### config.mk
export PLATFORM = sky130hd
export DESIGN_NAME = vm_multi_flat
export DESIGN_NICKNAME = d
export VERILOG_FILES = /design/src/rtl/vm_pkg.sv /design/src/rtl/vm_multi_if.sv /design/src/rtl/vm_slot_table.sv /design/src/rtl/vm_multi.sv /design/src/flat_wrapper.sv
export SDC_FILE = /design/constraint.sdc
export NUM_CORES = 1
export LEC_CHECK = 0
export BUFFER_PORTS_ARGS = -buffer_cell sky130_fd_sc_hd__buf_2
export CORE_MARGIN = 5
export CORE_UTILIZATION = 60
export DETAILED_ROUTE_END_ITERATION = 7
export GPL_TIMING_DRIVEN = 0
export PLACE_DENSITY = 0.9
export RECOVER_POWER = 50
export SKIP_CTS_REPAIR_TIMING = 1
export SLEW_MARGIN = 30
export SYNTH_ARGS = -nofsm -noshare
export SYNTH_HDL_FRONTEND = slang
export SYNTH_SLANG_ARGS = --single-unit
### constraint.sdc
create_clock -name clk -period 5.95 [get_ports clk]
set_input_delay 0.2975 -clock clk [delete_from_list [all_inputs] [get_ports clk]]
set_output_delay 0.2975 -clock clk [all_outputs]
set_load 0.02 [all_outputs]
### src/rtl/vm_pkg.sv
// Shared vending-machine constants: FSM state codes and default sizes.
// Also used by the single-product controller's bench, so keep encodings stable.
package vm_pkg;

   localparam int VAL_W_DEF   = 10;
   localparam int SEL_W_DEF   = 5;
   localparam int NSLOT_DEF   = 8;
   localparam int STOCK_W_DEF = 4;

   localparam logic [2:0] ST_IDLE   = 3'd0;
   localparam logic [2:0] ST_CREDIT = 3'd1;
   localparam logic [2:0] ST_CHECK  = 3'd2;
   localparam logic [2:0] ST_VEND   = 3'd3;
   localparam logic [2:0] ST_CHANGE = 3'd4;
   localparam logic [2:0] ST_MAINT  = 3'd5;

   typedef enum logic [2:0] {
      S_IDLE   = ST_IDLE,
      S_CREDIT = ST_CREDIT,
      S_CHECK  = ST_CHECK,
      S_VEND   = ST_VEND,
      S_CHANGE = ST_CHANGE,
      S_MAINT  = ST_MAINT
   } state_e;

endpackage

### src/rtl/vm_multi_if.sv
// Front-end/actuator bundle of the multi-slot vending controller.
// master = coin/keypad/maintenance side, slave = the controller.
interface vm_multi_if #(
   parameter int VAL_W   = 10,
   parameter int SEL_W   = 5,
   parameter int STOCK_W = 4
);
   logic [VAL_W-1:0]   deposit;
   logic               deposited;
   logic [SEL_W-1:0]   select;
   logic               selected;
   logic               cancel;
   logic               maintenance;
   logic               cfg_we;
   logic [SEL_W-1:0]   cfg_slot;
   logic [VAL_W-1:0]   cfg_price;
   logic [STOCK_W-1:0] cfg_stock;

   logic [SEL_W-1:0]   product;
   logic               vend;
   logic [VAL_W-1:0]   balance;
   logic               refund;
   logic [VAL_W-1:0]   change;
   logic               reject;
   logic               soldout;
   logic               short;
   logic [2:0]         state;

   modport master (
      output deposit, deposited, select, selected, cancel, maintenance,
             cfg_we, cfg_slot, cfg_price, cfg_stock,
      input  product, vend, balance, refund, change, reject, soldout, short, state
   );

   modport slave (
      input  deposit, deposited, select, selected, cancel, maintenance,
             cfg_we, cfg_slot, cfg_price, cfg_stock,
      output product, vend, balance, refund, change, reject, soldout, short, state
   );
endinterface

### src/rtl/vm_slot_table.sv
// Per-slot price/stock registers: write port, saturating decrement port, comb read.
// Writes and decrements land on the next edge; out-of-range slots read as empty.
module vm_slot_table #(
   parameter int VAL_W   = 10,
   parameter int SEL_W   = 5,
   parameter int NSLOT   = 8,
   parameter int STOCK_W = 4
) (
   input  logic               clk,
   input  logic               rst,
   input  logic               cfg_we,
   input  logic [SEL_W-1:0]   cfg_slot,
   input  logic [VAL_W-1:0]   cfg_price,
   input  logic [STOCK_W-1:0] cfg_stock,
   input  logic               dec,
   input  logic [SEL_W-1:0]   slot,
   output logic               slot_ok,
   output logic [VAL_W-1:0]   price,
   output logic [STOCK_W-1:0] stock
);
   localparam int IDX_W = (NSLOT > 1) ? $clog2(NSLOT) : 1;

   logic [VAL_W-1:0]   price_q [NSLOT];
   logic [VAL_W-1:0]   price_d [NSLOT];
   logic [STOCK_W-1:0] stock_q [NSLOT];
   logic [STOCK_W-1:0] stock_d [NSLOT];

   logic               cfg_ok;
   logic [IDX_W-1:0]   cfg_idx;
   logic [IDX_W-1:0]   rd_idx;

   always_comb begin
      cfg_ok  = int'(cfg_slot) < NSLOT;
      cfg_idx = cfg_slot[IDX_W-1:0];
      slot_ok = int'(slot) < NSLOT;
      rd_idx  = slot[IDX_W-1:0];
      price   = slot_ok ? price_q[rd_idx] : '0;
      stock   = slot_ok ? stock_q[rd_idx] : '0;
   end

   // Config writes and vend decrements never coincide (MAINT vs CHECK), cfg wins anyway.
   always_comb begin
      price_d = price_q;
      stock_d = stock_q;
      if (cfg_we && cfg_ok) begin
         price_d[cfg_idx] = cfg_price;
         stock_d[cfg_idx] = cfg_stock;
      end else if (dec && slot_ok && stock_q[rd_idx] != '0) begin
         stock_d[rd_idx] = stock_q[rd_idx] - STOCK_W'(1);
      end
   end

   always_ff @(posedge clk) begin
      if (rst) begin
         for (int i = 0; i < NSLOT; i++) begin
            price_q[i] <= '0;
            stock_q[i] <= '0;
         end
      end else begin
         price_q <= price_d;
         stock_q <= stock_d;
      end
   end
endmodule

### src/rtl/vm_multi.sv
// Multi-slot vending controller: credit accumulation, select check, vend, change return.
// All outputs registered; select->vend 2 cycles, pulses one cycle, no stalls (strobes only).
module vm_multi
   import vm_pkg::*;
#(
   parameter int VAL_W   = VAL_W_DEF,
   parameter int SEL_W   = SEL_W_DEF,
   parameter int NSLOT   = NSLOT_DEF,
   parameter int STOCK_W = STOCK_W_DEF
) (
   input logic       clk,
   input logic       rst,
   vm_multi_if.slave bus
);
   state_e             state_q, state_d;
   logic [VAL_W-1:0]   balance_q, balance_d;
   logic [SEL_W-1:0]   sel_q, sel_d;
   logic [SEL_W-1:0]   product_q, product_d;
   logic [VAL_W-1:0]   change_q, change_d;
   logic               vend_q, vend_d;
   logic               refund_q, refund_d;
   logic               reject_q, reject_d;
   logic               soldout_q, soldout_d;
   logic               short_q, short_d;

   logic               tbl_we;
   logic               tbl_dec;
   logic               tbl_ok;
   logic [VAL_W-1:0]   tbl_price;
   logic [STOCK_W-1:0] tbl_stock;
   logic [VAL_W:0]     sum;

   assign tbl_we = bus.cfg_we && (state_q == S_MAINT);

   vm_slot_table #(
      .VAL_W   (VAL_W),
      .SEL_W   (SEL_W),
      .NSLOT   (NSLOT),
      .STOCK_W (STOCK_W)
   ) u_table (
      .clk       (clk),
      .rst       (rst),
      .cfg_we    (tbl_we),
      .cfg_slot  (bus.cfg_slot),
      .cfg_price (bus.cfg_price),
      .cfg_stock (bus.cfg_stock),
      .dec       (tbl_dec),
      .slot      (sel_q),
      .slot_ok   (tbl_ok),
      .price     (tbl_price),
      .stock     (tbl_stock)
   );

   always_comb begin
      state_d   = state_q;
      balance_d = balance_q;
      sel_d     = sel_q;
      product_d = product_q;
      change_d  = change_q;
      vend_d    = 1'b0;
      refund_d  = 1'b0;
      reject_d  = 1'b0;
      soldout_d = 1'b0;
      short_d   = 1'b0;
      tbl_dec   = 1'b0;
      sum       = {1'b0, balance_q} + {1'b0, bus.deposit};

      case (state_q)
         S_IDLE: begin
            balance_d = '0;
            if (bus.maintenance) begin
               state_d  = S_MAINT;
               reject_d = bus.deposited;
            end else if (bus.deposited) begin
               balance_d = bus.deposit;
               state_d   = S_CREDIT;
            end
         end
         S_CREDIT: begin
            // A deposit losing to cancel/select is refused rather than silently swallowed.
            if (bus.cancel) begin
               state_d  = S_CHANGE;
               reject_d = bus.deposited;
            end else if (bus.selected) begin
               sel_d    = bus.select;
               state_d  = S_CHECK;
               reject_d = bus.deposited;
            end else if (bus.deposited) begin
               if (sum[VAL_W]) reject_d  = 1'b1;
               else            balance_d = sum[VAL_W-1:0];
            end
         end
         S_CHECK: begin
            reject_d = bus.deposited;
            if (!tbl_ok || tbl_stock == '0) begin
               soldout_d = 1'b1;
               state_d   = S_CREDIT;
            end else if (balance_q < tbl_price) begin
               short_d = 1'b1;
               state_d = S_CREDIT;
            end else begin
               balance_d = balance_q - tbl_price;
               tbl_dec   = 1'b1;
               vend_d    = 1'b1;
               product_d = sel_q;
               state_d   = S_VEND;
            end
         end
         S_VEND: begin
            reject_d = bus.deposited;
            if (balance_q != '0) begin
               state_d   = S_CHANGE;
               refund_d  = 1'b1;
               change_d  = balance_q;
               balance_d = '0;
            end else begin
               state_d = S_IDLE;
            end
         end
         S_CHANGE: begin
            // From VEND the refund pulse is issued on entry; from cancel it follows one cycle later.
            reject_d = bus.deposited;
            if (refund_q) begin
               state_d = S_IDLE;
            end else begin
               refund_d  = 1'b1;
               change_d  = balance_q;
               balance_d = '0;
            end
         end
         S_MAINT: begin
            reject_d = bus.deposited;
            if (!bus.maintenance) state_d = S_IDLE;
         end
         default: begin
            state_d   = S_IDLE;
            balance_d = '0;
         end
      endcase
   end

   always_ff @(posedge clk) begin
      if (rst) begin
         state_q   <= S_IDLE;
         balance_q <= '0;
         sel_q     <= '0;
         product_q <= '0;
         change_q  <= '0;
         vend_q    <= 1'b0;
         refund_q  <= 1'b0;
         reject_q  <= 1'b0;
         soldout_q <= 1'b0;
         short_q   <= 1'b0;
      end else begin
         state_q   <= state_d;
         balance_q <= balance_d;
         sel_q     <= sel_d;
         product_q <= product_d;
         change_q  <= change_d;
         vend_q    <= vend_d;
         refund_q  <= refund_d;
         reject_q  <= reject_d;
         soldout_q <= soldout_d;
         short_q   <= short_d;
      end
   end

   assign bus.product = product_q;
   assign bus.vend    = vend_q;
   assign bus.balance = balance_q;
   assign bus.refund  = refund_q;
   assign bus.change  = change_q;
   assign bus.reject  = reject_q;
   assign bus.soldout = soldout_q;
   assign bus.short   = short_q;
   assign bus.state   = state_q;
endmodule

### src/flat_wrapper.sv
// flat-port wrapper written by rule: the top's interface ports become plain ports
module vm_multi_flat import vm_pkg::*;
#(
   parameter int VAL_W   = VAL_W_DEF,
   parameter int SEL_W   = SEL_W_DEF,
   parameter int NSLOT   = NSLOT_DEF,
   parameter int STOCK_W = STOCK_W_DEF
)
  (clk, rst, bus_deposit, bus_deposited, bus_select, bus_selected, bus_cancel, bus_maintenance, bus_cfg_we, bus_cfg_slot, bus_cfg_price, bus_cfg_stock, bus_product, bus_vend, bus_balance, bus_refund, bus_change, bus_reject, bus_soldout, bus_short, bus_state);
  vm_multi_if #(.VAL_W(VAL_W), .SEL_W(SEL_W), .STOCK_W(STOCK_W)) bus_i ();
  input logic clk;
  input logic rst;
  input wire logic [$bits(bus_i.deposit)-1:0] bus_deposit;
  input wire logic [$bits(bus_i.deposited)-1:0] bus_deposited;
  input wire logic [$bits(bus_i.select)-1:0] bus_select;
  input wire logic [$bits(bus_i.selected)-1:0] bus_selected;
  input wire logic [$bits(bus_i.cancel)-1:0] bus_cancel;
  input wire logic [$bits(bus_i.maintenance)-1:0] bus_maintenance;
  input wire logic [$bits(bus_i.cfg_we)-1:0] bus_cfg_we;
  input wire logic [$bits(bus_i.cfg_slot)-1:0] bus_cfg_slot;
  input wire logic [$bits(bus_i.cfg_price)-1:0] bus_cfg_price;
  input wire logic [$bits(bus_i.cfg_stock)-1:0] bus_cfg_stock;
  output wire logic [$bits(bus_i.product)-1:0] bus_product;
  output wire logic [$bits(bus_i.vend)-1:0] bus_vend;
  output wire logic [$bits(bus_i.balance)-1:0] bus_balance;
  output wire logic [$bits(bus_i.refund)-1:0] bus_refund;
  output wire logic [$bits(bus_i.change)-1:0] bus_change;
  output wire logic [$bits(bus_i.reject)-1:0] bus_reject;
  output wire logic [$bits(bus_i.soldout)-1:0] bus_soldout;
  output wire logic [$bits(bus_i.short)-1:0] bus_short;
  output wire logic [$bits(bus_i.state)-1:0] bus_state;
  assign bus_i.deposit = bus_deposit;
  assign bus_i.deposited = bus_deposited;
  assign bus_i.select = bus_select;
  assign bus_i.selected = bus_selected;
  assign bus_i.cancel = bus_cancel;
  assign bus_i.maintenance = bus_maintenance;
  assign bus_i.cfg_we = bus_cfg_we;
  assign bus_i.cfg_slot = bus_cfg_slot;
  assign bus_i.cfg_price = bus_cfg_price;
  assign bus_i.cfg_stock = bus_cfg_stock;
  assign bus_product = bus_i.product;
  assign bus_vend = bus_i.vend;
  assign bus_balance = bus_i.balance;
  assign bus_refund = bus_i.refund;
  assign bus_change = bus_i.change;
  assign bus_reject = bus_i.reject;
  assign bus_soldout = bus_i.soldout;
  assign bus_short = bus_i.short;
  assign bus_state = bus_i.state;
  vm_multi #(.VAL_W(VAL_W), .SEL_W(SEL_W), .NSLOT(NSLOT), .STOCK_W(STOCK_W)) u_core (.clk(clk), .rst(rst), .bus(bus_i));
endmodule
# Word level (Yosys, flattened, before mapping)
# Index checks and enable logic that the tools add are counted.
[totals] regBits=150 in_bits=41 out_inout_bits=33 word_cells=139
[classes] addsub=3 order_cmp=7 n_eq_ne=17 n_mux=57 bitwise_logic=7 reduce_logical=22
[ops] cell="two-way mux 10 bit" n=16
[ops] cell="bitwise mux 80 bit" n=1
[ops] cell="bitwise mux 32 bit" n=2
[ops] cell="two-way mux 32 bit" n=2
[ops] cell="one-hot mux 10 bit (6 select lines)" n=1
[ops] cell="binary-select mux 10 bit (select 3 bit)" n=1
[ops] cell="demux 10 bit (select 3 bit)" n=1
[ops] cell="demux 4 bit (select 3 bit)" n=2
[ops] cell="two-way mux 3 bit" n=8
[ops] cell="two-way mux 4 bit" n=5
[ops] cell="one-hot mux 10 bit (2 select lines)" n=1
[ops] cell="one-hot mux 3 bit (6 select lines)" n=1
[ops] cell="inequality test 2 bit, second input constant" n=8
[ops] cell="binary-select mux 4 bit (select 3 bit)" n=1
[ops] cell="two-way mux 1 bit" n=12
[ops] cell="adder 10 x 10 -> 11 bit" n=1
[ops] cell="less-than comparator 10 bit" n=1
[ops] cell="less-than comparator 5 x 4 -> 1 bit, second input constant" n=2
[ops] cell="nonzero test 10 bit" n=1
[ops] cell="subtractor 10 bit" n=1
[ops] cell="AND reduction 3 bit" n=3
[ops] cell="AND reduction 9 bit" n=1
[ops] cell="greater-or-equal comparator 4 bit, second input constant" n=2
[ops] cell="less-than comparator 4 x 1 -> 1 bit, second input constant" n=2
[ops] cell="other kinds (22)" n=37

# Depth between registers and ports, before layout
# Gate-level depths: netlist of the first run.
[depth] depth_word=13 ltp_mapped=21 depth_no_buf=14

# Cells and area by module
# A second synthesis of the first run with hierarchy kept.
[unflattened] cells_unflattened=1023 hier_area_um2=8308.0
[modules_own_cells] module="vm_slot_table" n_inst=1 cells_per_inst=725 area_per_inst_um2=5670.4 seq_area_each_um2=2242.2
[modules_own_cells] module="vm_multi" n_inst=1 cells_per_inst=298 area_per_inst_um2=2637.5 seq_area_each_um2=760.7

# Worst setup path after synthesis of the first run
# No wires, ideal clock.
[synth_path] path_kind="register to register" from="register u_core.sel_q[1]" to="register u_core.u_table.stock_q[27] (netlist name)" setup_ns=0.114 arrival_ns=4.174 required_time_ns=5.836 setup_slack_ns=1.662 stages_incl_launch_ff=19 n_path_buf=5 synth_period_minus_slack_ns=4.288 path_cell_list="dfxtp_1 buf_2 buf_1 clkbuf_1 buf_1 mux2i_1 nor3_1 ha_1 inv_1 fa_1 a211oi_1 o21ai_0 o31ai_1 o21ai_0 and4_1 buf_6 nor3b_4 a2bb2o_1 a21o_1"
[synth_between] elab_chain_cells=12 elab_cells_between_ends=30 classes_between="add/sub (1); order compare (4); mux (16); bitwise (1); reduce/logical (8)"
[synth_rtl] element="start, declared" line_no="vm_multi.sv:17" source="logic [SEL_W-1:0] sel_q, sel_d;"
[synth_rtl] element="start signal, assigned" line_no="vm_multi.sv:157" source="sel_q <= sel_d;"
[synth_rtl] element="NOT 3 -> 4 bit (not written as such)"
[synth_rtl] element="binary-select mux 10 bit (select 3 bit) / binary-select mux 4 bit (select 3 bit) (equally long branches)"
[synth_rtl] element="two-way mux 10 bit (not written as such) / two-way mux 4 bit (equally long branches) (2 in series)"
[synth_rtl] element="two-way mux 10 bit / two-way mux 4 bit (equally long branches)" line_no="vm_slot_table.sv:37, vm_slot_table.sv:38"
[synth_rtl] element="less-than comparator 10 bit / logical NOT 4 bit (equally long branches)" line_no="vm_multi.sv:98, vm_multi.sv:95"
[synth_rtl] element="two-way mux 1 bit / logical OR 1 bit (equally long branches)" line_no="vm_multi.sv:98, vm_multi.sv:95"
[synth_rtl] element="two-way mux 1 bit" line_no="vm_multi.sv:95" source="if (!tbl_ok || tbl_stock == '0) begin"
[synth_rtl] element="two-way mux 1 bit" line_no="vm_multi.sv:68" source="case (state_q)"
[synth_rtl] element="logical AND 1 bit (2 in series)" line_no="vm_slot_table.sv:48" source="end else if (dec && slot_ok && stock_q[rd_idx] != '0) begin"
[synth_rtl] element="nonzero test 2 bit (no source line)"
[synth_rtl] element="end signal, assigned" line_no="vm_slot_table.sv:61" source="stock_q <= stock_d;"
[synth_rtl] element="end, declared" line_no="vm_slot_table.sv:25" source="logic [STOCK_W-1:0] stock_q [NSLOT];"
# Parallel ways exist; a longest one is shown, timed or not. The select of a mux whose other input is x is not followed.
# A chain may end at the register's enable or synchronous reset.

# Worst setup path in the final report of the first run
[layout_path] from="register u_core.sel_q[0]" to="register u_core.u_table.stock_q[15] (netlist name)"
# Same word-level chain as after synthesis.

==> impl_results.html, run 1 <==
<table>
<tr><th>Metric</th><th>Value</th></tr>
<tr><th colspan="2">Outcome</th></tr>
<tr><td>Failing checks</td><td>design-rule violations</td></tr>
<tr><td>Status</td><td>finished with violations</td></tr>
<tr><th colspan="2">Floorplan</th></tr>
<tr><td>Starting utilization of the core area</td><td>61.70%</td></tr>
<tr><td>Die Span X</td><td>124.6 µm</td></tr>
<tr><td>Placement row count</td><td>41</td></tr>
<tr><td>Area of the core</td><td>12,770 µm²</td></tr>
<tr><td>Chip height</td><td>124.6 µm</td></tr>
<tr><td>Die ar.</td><td>15,530 µm²</td></tr>
<tr><td>I/O pin count</td><td>74</td></tr>
<tr><th colspan="2">Clocking</th></tr>
<tr><td>Clock Path Buffers</td><td>2</td></tr>
<tr><td>Root buffer selected by CTS</td><td>sky130_fd_sc_hd__clkbuf_16</td></tr>
<tr><td>Worst-Skew Late Latency</td><td>430 ps</td></tr>
<tr><td>Total number of clock tree sinks</td><td>150</td></tr>
<tr><td>Clock input transition at the sequential cells of the worst setup and hold paths</td><td>60 ps</td></tr>
<tr><td>TritonCTS clock tree</td><td>yes</td></tr>
<tr><td>Htree depth</td><td>4</td></tr>
<tr><td>Number of CTS-inserted buffers</td><td>17</td></tr>
<tr><th colspan="2">Critical path</th></tr>
<tr><td>Worst path max stage delay</td><td>580 ps</td></tr>
<tr><td>Largest delay share family, worst path</td><td>compound AO/OA/AOI/OAI gates</td></tr>
<tr><td>CP Cell Sequence</td><td>clkbuf_1 &gt; clkbuf_1 &gt; buf_1 &gt; mux2i_1 &gt; o22ai_1 &gt; o21ai_0 &gt; ha_1 &gt; a211oi_1 &gt; o21ai_0 &gt; o31ai_1 &gt; o21ai_0 &gt; and4_1 &gt; buf_6 &gt; buf_4 &gt; a21oi_1 &gt; nand3b_1 &gt; o211ai_1</td></tr>
<tr><td>Start-to-end type of the worst setup path</td><td>flop to flop</td></tr>
<tr><td>Number of buffers and inverters on the critical path</td><td>5</td></tr>
<tr><td>Most Frequent Cell on Critical Path</td><td>sky130_fd_sc_hd__o21ai_0</td></tr>
<tr><td>Startpoint type of the worst setup path</td><td>flop</td></tr>
<tr><td>Element type at the critical path end</td><td>flop</td></tr>
<tr><td>Peak fanout along the critical path</td><td>10</td></tr>
<tr><td>Worst path slowest cell</td><td>sky130_fd_sc_hd__clkbuf_1</td></tr>
<tr><td>Endpoint required time on the critical path</td><td>6290 ps</td></tr>
<tr><td>Signal arrival time at the worst endpoint</td><td>5990 ps</td></tr>
<tr><th colspan="2">Layout</th></tr>
<tr><td>Area Growth Syn to Fin</td><td>13.83%</td></tr>
<tr><td>Antenna fix cells</td><td>0</td></tr>
<tr><td>End-of-flow core utilization</td><td>70.23%</td></tr>
<tr><td>Area of all placed cells without fillers</td><td>8971 µm²</td></tr>
<tr><td>Non-Filler Instances</td><td>1,238</td></tr>
<tr><td>Count of filler cells inserted in the layout</td><td>1,008</td></tr>
<tr><td>Most frequent cells in the layout</td><td>sky130_fd_sc_hd__nand2_1 (234), sky130_fd_sc_hd__dfxtp_1 (150), sky130_fd_sc_hd__a21oi_1 (122), sky130_fd_sc_hd__clkbuf_1 (86), sky130_fd_sc_hd__nor2_1 (67)</td></tr>
<tr><td>Fraction of layout instances using a drive strength above 1</td><td>9.568%</td></tr>
<tr><td>Final #Nets</td><td>1,120</td></tr>
<tr><td>Most frequent standard cell in the layout excluding fill and tap cells</td><td>sky130_fd_sc_hd__nand2_1</td></tr>
<tr><th colspan="2">Global routing</th></tr>
<tr><td>Met2 demand-to-capacity share in global routing</td><td>49.05%</td></tr>
<tr><td>Global-route wire length before repair</td><td>39.31 mm</td></tr>
<tr><td>M3 GR Usage</td><td>8.491%</td></tr>
<tr><td>Busiest grt layer</td><td>met2</td></tr>
<tr><td>Initial antenna violation count</td><td>0</td></tr>
<tr><td>Largest net degree at the start of global routing</td><td>17</td></tr>
<tr><td>GRT Total Usage</td><td>31.39%</td></tr>
<tr><td>Met1 Resource Use GR</td><td>40.11%</td></tr>
<tr><td>Total grt overflow</td><td>0</td></tr>
<tr><td>Number of global-route vias before repair</td><td>7,606</td></tr>
<tr><th colspan="2">Timing</th></tr>
<tr><td>Final Hold Viols</td><td>0</td></tr>
<tr><td>Worst-Margin Slew</td><td>928.2 ps</td></tr>
<tr><td>Setup violation total in the final timing report</td><td>0</td></tr>
<tr><td>Final worst clock skew</td><td>7.346 ps</td></tr>
<tr><td>Setup repair after global routing missed its margin</td><td>no</td></tr>
<tr><td>Max-slew headroom</td><td>38.12%</td></tr>
<tr><td>Accumulated negative setup slack</td><td>0 ps</td></tr>
<tr><td>Worst Hold Slack</td><td>140.2 ps</td></tr>
<tr><td>Number of slew-limit violations in the final report</td><td>0</td></tr>
<tr><td>Slack of the critical path</td><td>296.0 ps</td></tr>
<tr><td>Maximum clock frequency</td><td>0.1769 GHz</td></tr>
<tr><td>Fraction of the cycle the final worst path needs</td><td>95.02%</td></tr>
<tr><td>Post-route minimum period</td><td>5654 ps</td></tr>
<tr><th colspan="2">Place</th></tr>
<tr><td>Area of placed instances</td><td>8402 µm²</td></tr>
<tr><td>Number of instances in the placed design</td><td>1,209</td></tr>
<tr><td>Half-perimeter wire length of the detailed placement result</td><td>17.45 mm</td></tr>
<tr><td>IO buf count</td><td>60</td></tr>
<tr><td>Placement Setup Slack</td><td>313.7 ps</td></tr>
<tr><td>Global placer's final weighted congestion</td><td>0.9505</td></tr>
<tr><th colspan="2">Routing</th></tr>
<tr><td>Length of the first detailed-routing pass in iterations</td><td>8</td></tr>
<tr><td>Number of violations reported at the end of detailed-routing iteration 0</td><td>1,310</td></tr>
<tr><td>Detailed-route wire length</td><td>24.83 mm</td></tr>
<tr><td>WL/cell</td><td>20.06 µm</td></tr>
<tr><td>Overall via count from detail_route</td><td>7,949</td></tr>
<tr><td>Routed Antenna Nets</td><td>0</td></tr>
<tr><td>Post-DR vias/cell</td><td>6.421</td></tr>
<tr><td>Residual DRC</td><td>30</td></tr>
<tr><th colspan="2">Pwr</th></tr>
<tr><td>Leakage power</td><td>3.084 nW</td></tr>
<tr><td>Power density over cell area</td><td>275.0 nW/µm²</td></tr>
<tr><td>Largest voltage drop on the vdd net</td><td>0.2414 mV</td></tr>
<tr><td>Sum of internal, switching and leakage power</td><td>2.467 mW</td></tr>
<tr><th colspan="2">Synth</th></tr>
<tr><td>Count of state elements after synthesis</td><td>150</td></tr>
<tr><td>Proportion of synthesized flip-flops having asynchronous set or reset</td><td>0%</td></tr>
<tr><td>Mean instance size in the synthesized netlist</td><td>8.067 µm²</td></tr>
<tr><td>Most used flip-flop cell after synthesis</td><td>sky130_fd_sc_hd__dfxtp_1</td></tr>
<tr><td>Synthesized area</td><td>7881 µm²</td></tr>
<tr><td>Gate Count Post-Synth</td><td>977</td></tr>
<tr><td>Net count after synthesis</td><td>1,042</td></tr>
<tr><td>Number of flops mapped to enable cells by yosys</td><td>0</td></tr>
<tr><td>Post-synth cell types</td><td>63</td></tr>
<tr><td>Fraction of the yosys area taken by sequential cells</td><td>38.10%</td></tr>
<tr><td>Count of warnings emitted by yosys</td><td>0</td></tr>
<tr><th colspan="2">Flow run</th></tr>
<tr><td>Max capacitance violation total</td><td>0</td></tr>
<tr><th colspan="2">Min path</th></tr>
<tr><td>Class of the most critical hold timing path</td><td>primary input to flop</td></tr>
</table>
cells in the mapped netlist, types with 15 or more instances:
master	count	share of area, %
sky130_fd_sc_hd__nor2_1	67	3.2
sky130_fd_sc_hd__nand2_1	234	11
sky130_fd_sc_hd__nor3_1	18	1.1
sky130_fd_sc_hd__o21ai_0	24	1.5
sky130_fd_sc_hd__o211ai_1	15	1.4
sky130_fd_sc_hd__dfxtp_1	150	38
sky130_fd_sc_hd__mux2i_1	40	5.1
sky130_fd_sc_hd__clkbuf_1	50	2.4
sky130_fd_sc_hd__ha_1	22	3.5
sky130_fd_sc_hd__a21oi_1	122	7.7
layer usage:
metal,up-vias,routed length [µm]
li1,3592,-
met1,3649,9623
met2,584,11160
met3,124,2834
met4,0,1217
met5,-,0
sequential cells by signal, indices dropped and copies added (netlist names):
| register | cells |
|---|---|
| u_core.bus.balance | 10 |
| u_core.bus.change | 10 |
| u_core.bus.product | 5 |
| u_core.bus.refund | 1 |
| u_core.bus.reject | 1 |
| u_core.bus.short | 1 |
| u_core.bus.soldout | 1 |
| u_core.bus.state | 3 |
| u_core.bus.vend | 1 |
| u_core.sel_q | 5 |
| u_core.u_table.price_q | 80 |
| u_core.u_table.stock_q | 32 |
worst register-to-register path, delay by kind of cell (launching register included):
kind            cells  cell delay [ps]
compound gates      8             2030
fa+ha+maj           1              350
buf+inv             5             1980
flops               1              480
mux                 1              310
simple gates        2              410
cell type report:
type / instances / area, µm² / share of cell area [%]
inverter: 9 / 33.78 / 0.3766
clock inverter: 9 / 151.4 / 1.688
buffer: 73 / 329.1 / 3.668
clock buffer: 21 / 460.4 / 5.133
sequential: 150 / 3003 / 33.47
timing repair buffer: 60 / 259.0 / 2.887
multi-input combinational: 744 / 4519 / 50.38
tap: 172 / 215.2 / 2.399
final timing paths:
kind	startpoint	end	slack [ps]	cells past startpoint
setup / recovery	u_core.sel_q[0]	u_core.u_table.stock_q[15]	300	17
hold / removal	bus_select[0]	u_core.sel_q[0]	140	3
setup reg to reg	u_core.sel_q[0]	u_core.u_table.stock_q[15]	300	17
hold reg to reg	u_core.u_table.price_q[63]	u_core.u_table.price_q[63]	450	2
report_power, final:
part / leakage, nW / internal, mW / switching, mW / total (mW)
sequential: 1.21 / 1.02 / 0.0191 / 1.04
combinational: 1.58 / 0.104 / 0.193 / 0.297
clock: 0.299 / 0.717 / 0.417 / 1.13
kinds of logic (layout without fill, tap and decap cells):
family | count (synthesis) | in the layout | synth area share, %
xor+xnor | 12 | 12 | 1.334
mux | 61 | 61 | 10.08
fa+ha+maj | 24 | 24 | 4.001
buf+inv | 83 | 172 | 4.620
compound gates | 244 | 244 | 19.24
simple gates | 403 | 403 | 22.62
flops | 150 | 150 | 38.10
(Power assumes the default switching activity.)
==> run 2, diff against run 1 <==
--- a/config.mk
+++ b/config.mk
@@ -10,7 +10,7 @@
 export CORE_UTILIZATION = 60
 export DETAILED_ROUTE_END_ITERATION = 7
 export GPL_TIMING_DRIVEN = 0
-export PLACE_DENSITY = 0.9
+export PLACE_DENSITY = 0.81
 export RECOVER_POWER = 50
 export SKIP_CTS_REPAIR_TIMING = 1
 export SLEW_MARGIN = 30
==> impl_results.html, run 2 (synthesis gave the netlist of run 1 again) <==
<table>
<tr><th>Metric</th><th>Value</th></tr>
<tr><th colspan="2">Place</th></tr>
<tr><td>Placement Setup Slack</td><td>175.0 ps</td></tr>
<tr><td>IO buf count</td><td>60</td></tr>
<tr><td>Area of placed instances</td><td>8402 µm²</td></tr>
<tr><td>Half-perimeter wire length of the detailed placement result</td><td>17.65 mm</td></tr>
<tr><td>Global placer's final weighted congestion</td><td>0.9433</td></tr>
<tr><td>Number of instances in the placed design</td><td>1,209</td></tr>
<tr><th colspan="2">Timing</th></tr>
<tr><td>Number of slew-limit violations in the final report</td><td>0</td></tr>
<tr><td>Fraction of the cycle the final worst path needs</td><td>95.86%</td></tr>
<tr><td>Worst-Margin Slew</td><td>993.2 ps</td></tr>
<tr><td>Max-slew headroom</td><td>33.79%</td></tr>
<tr><td>Slack of the critical path</td><td>246.1 ps</td></tr>
<tr><td>Final Hold Viols</td><td>0</td></tr>
<tr><td>Final worst clock skew</td><td>7.492 ps</td></tr>
<tr><td>Maximum clock frequency</td><td>0.1753 GHz</td></tr>
<tr><td>Accumulated negative setup slack</td><td>0 ps</td></tr>
<tr><td>Setup violation total in the final timing report</td><td>0</td></tr>
<tr><td>Setup repair after global routing missed its margin</td><td>no</td></tr>
<tr><td>Post-route minimum period</td><td>5704 ps</td></tr>
<tr><td>Worst Hold Slack</td><td>127.0 ps</td></tr>
<tr><th colspan="2">Routing</th></tr>
<tr><td>Post-DR vias/cell</td><td>6.339</td></tr>
<tr><td>M1 wire length</td><td>9.754 mm</td></tr>
<tr><td>Routed Antenna Nets</td><td>0</td></tr>
<tr><td>Detailed-route wire length</td><td>24.88 mm</td></tr>
<tr><td>Number of violations reported at the end of detailed-routing iteration 0</td><td>1,239</td></tr>
<tr><td>Length of the first detailed-routing pass in iterations</td><td>7</td></tr>
<tr><td>Total met2 wirelength after detailed routing</td><td>11.44 mm</td></tr>
<tr><td>Length of routed met3 wiring</td><td>2.619 mm</td></tr>
<tr><td>WL/cell</td><td>20.08 µm</td></tr>
<tr><td>Top layer used by detailed routing</td><td>met4</td></tr>
<tr><td>Overall via count from detail_route</td><td>7,854</td></tr>
<tr><td>Residual DRC</td><td>0</td></tr>
<tr><th colspan="2">Critical path</th></tr>
<tr><td>Worst path max stage delay</td><td>630 ps</td></tr>
<tr><td>Worst reg-to-reg setup slack</td><td>250 ps</td></tr>
<tr><td>Worst path slowest cell</td><td>sky130_fd_sc_hd__clkbuf_1</td></tr>
<tr><td>Reg-to-Reg End</td><td>u_core.u_table.stock_q[12]</td></tr>
<tr><td>Count of cells along the worst register-to-register path</td><td>18</td></tr>
<tr><td>Peak fanout along the critical path</td><td>10</td></tr>
<tr><td>Start-to-end type of the worst setup path</td><td>flop to flop</td></tr>
<tr><td>Most Frequent Cell on Critical Path</td><td>sky130_fd_sc_hd__o21ai_0</td></tr>
<tr><td>Endpoint required time on the critical path</td><td>6300 ps</td></tr>
<tr><td>Startpoint type of the worst setup path</td><td>flop</td></tr>
<tr><td>CP Cell Sequence</td><td>clkbuf_1 &gt; clkbuf_1 &gt; buf_1 &gt; nand3_1 &gt; nand2_1 &gt; a22o_1 &gt; o21ai_0 &gt; fa_1 &gt; a211oi_1 &gt; o21ai_0 &gt; o31ai_1 &gt; o21ai_0 &gt; and4_1 &gt; buf_6 &gt; buf_4 &gt; a21oi_1 &gt; nand2_1 &gt; a21oi_1</td></tr>
<tr><td>Worst R2R Start</td><td>u_core.sel_q[0]</td></tr>
<tr><td>Signal arrival time at the worst endpoint</td><td>6060 ps</td></tr>
<tr><td>Element type at the critical path end</td><td>flop</td></tr>
<tr><th colspan="2">Clocking</th></tr>
<tr><td>Htree depth</td><td>4</td></tr>
<tr><td>Worst-Skew Late Latency</td><td>430 ps</td></tr>
<tr><td>Clock Path Buffers</td><td>2</td></tr>
<tr><td>Root buffer selected by CTS</td><td>sky130_fd_sc_hd__clkbuf_16</td></tr>
<tr><td>TritonCTS clock tree</td><td>yes</td></tr>
<tr><td>Clock input transition at the sequential cells of the worst setup and hold paths</td><td>60 ps</td></tr>
<tr><td>Number of CTS-inserted buffers</td><td>17</td></tr>
<tr><td>Total number of clock tree sinks</td><td>150</td></tr>
<tr><th colspan="2">Pwr</th></tr>
<tr><td>Leakage power</td><td>3.078 nW</td></tr>
<tr><td>Sum of internal, switching and leakage power</td><td>2.451 mW</td></tr>
<tr><td>Power density over cell area</td><td>273.4 nW/µm²</td></tr>
<tr><td>Largest voltage drop on the vdd net</td><td>0.2184 mV</td></tr>
<tr><th colspan="2">Min path</th></tr>
<tr><td>Terminating pin of the worst hold path</td><td>u_core.sel_q[4]</td></tr>
<tr><td>Count of cells along the worst hold path</td><td>3</td></tr>
<tr><td>Hold_sp</td><td>bus_select[4]</td></tr>
<tr><td>Class of the most critical hold timing path</td><td>primary input to flop</td></tr>
<tr><th colspan="2">Layout</th></tr>
<tr><td>Area of all placed cells without fillers</td><td>8966 µm²</td></tr>
<tr><td>Antenna fix cells</td><td>0</td></tr>
<tr><td>Fraction of layout instances using a drive strength above 1</td><td>9.747%</td></tr>
<tr><td>Non-Filler Instances</td><td>1,239</td></tr>
<tr><td>Most frequent cells in the layout</td><td>sky130_fd_sc_hd__nand2_1 (234), sky130_fd_sc_hd__dfxtp_1 (150), sky130_fd_sc_hd__a21oi_1 (122), sky130_fd_sc_hd__clkbuf_1 (85), sky130_fd_sc_hd__nor2_1 (67)</td></tr>
<tr><td>Final #Nets</td><td>1,120</td></tr>
<tr><td>Register with the most flip-flops</td><td>u_core.u_table.price_q</td></tr>
<tr><td>Area Growth Syn to Fin</td><td>13.76%</td></tr>
<tr><td>End-of-flow core utilization</td><td>70.19%</td></tr>
<tr><td>Most frequent standard cell in the layout excluding fill and tap cells</td><td>sky130_fd_sc_hd__nand2_1</td></tr>
<tr><td>Largest register FFs</td><td>80</td></tr>
<tr><td>Leading registers by flop count</td><td>u_core.u_table.price_q (80), u_core.u_table.stock_q (32)</td></tr>
<tr><th colspan="2">Global routing</th></tr>
<tr><td>Number of global-route vias before repair</td><td>7,340</td></tr>
<tr><td>Initial antenna violation count</td><td>0</td></tr>
<tr><td>Largest net degree at the start of global routing</td><td>17</td></tr>
<tr><td>Global-route wire length before repair</td><td>39.12 mm</td></tr>
<tr><td>Total grt overflow</td><td>0</td></tr>
<tr><td>GRT Total Usage</td><td>31.55%</td></tr>
<tr><th colspan="2">Floorplan</th></tr>
<tr><td>Area of the core</td><td>12,770 µm²</td></tr>
<tr><td>Die ar.</td><td>15,530 µm²</td></tr>
<tr><td>Placement row count</td><td>41</td></tr>
<tr><td>Starting utilization of the core area</td><td>61.70%</td></tr>
<tr><td>Die Span X</td><td>124.6 µm</td></tr>
<tr><td>Chip height</td><td>124.6 µm</td></tr>
<tr><td>I/O pin count</td><td>74</td></tr>
<tr><th colspan="2">Outcome</th></tr>
<tr><td>Status</td><td>finished, final reports clean</td></tr>
<tr><th colspan="2">Flow run</th></tr>
<tr><td>Max capacitance violation total</td><td>0</td></tr>
</table>
run 2: cell types whose count changed in the layout (fill, tap and decap cells not counted):
| cell | change |
|---|---|
| sky130_fd_sc_hd__clkinv_2 | -1 |
| sky130_fd_sc_hd__clkbuf_1 | -1 |
| sky130_fd_sc_hd__bufinv_16 | -1 |
| sky130_fd_sc_hd__clkinv_4 | +2 |
| sky130_fd_sc_hd__clkinvlp_4 | +1 |
| sky130_fd_sc_hd__inv_6 | +1 |
run 2: area by class of cell:
cell class	count	area, µm²
flip-flops and latches	150	3003
clock buffers	20	456.7
fillers	1053	3807
clock inverters	11	150.1
multi-input cells	744	4519
repair buffers	60	259.0
plain buffers	73	329.1
well taps	172	215.2
inverters	9	33.78
run 2: worst max path at each step:
stage                                  to  depth (start not counted)       startpoint
2_1_floorplan  u_core.u_table.stock_q[27]                         18  u_core.sel_q[1]
3_3_place_gp   u_core.u_table.stock_q[15]                         19  u_core.sel_q[1]
3_5_place_dp   u_core.u_table.stock_q[15]                         19  u_core.sel_q[1]
4_1_cts        u_core.u_table.stock_q[12]                         19  u_core.sel_q[1]
5_1_grt        u_core.u_table.stock_q[14]                         18  u_core.sel_q[0]
6_report       u_core.u_table.stock_q[12]                         18  u_core.sel_q[0]
run 2: power by group:
group          leakage [nW]  total [mW]  internal (mW)  switching (mW)
Sequential             1.21        1.04           1.02          0.0199
Combinational          1.58       0.301          0.104           0.197
Clock                 0.292        1.11          0.680           0.433
run 2: critical path, delay by kind of cell, from the launching register on:
kind | cells | cell delay (ps)
buf+inv | 5 | 2020
compound gates | 8 | 1890
simple gates | 4 | 680
fa+ha+maj | 1 | 540
flops | 1 | 480
run 2: routing by layer:
metal / vias up / GRT usage, %
li1: 3612 / -
met1: 3663 / 40.20
met2: 479 / 49.78
met3: 100 / 9.134
met4: 0 / 13.80
met5: - / 0
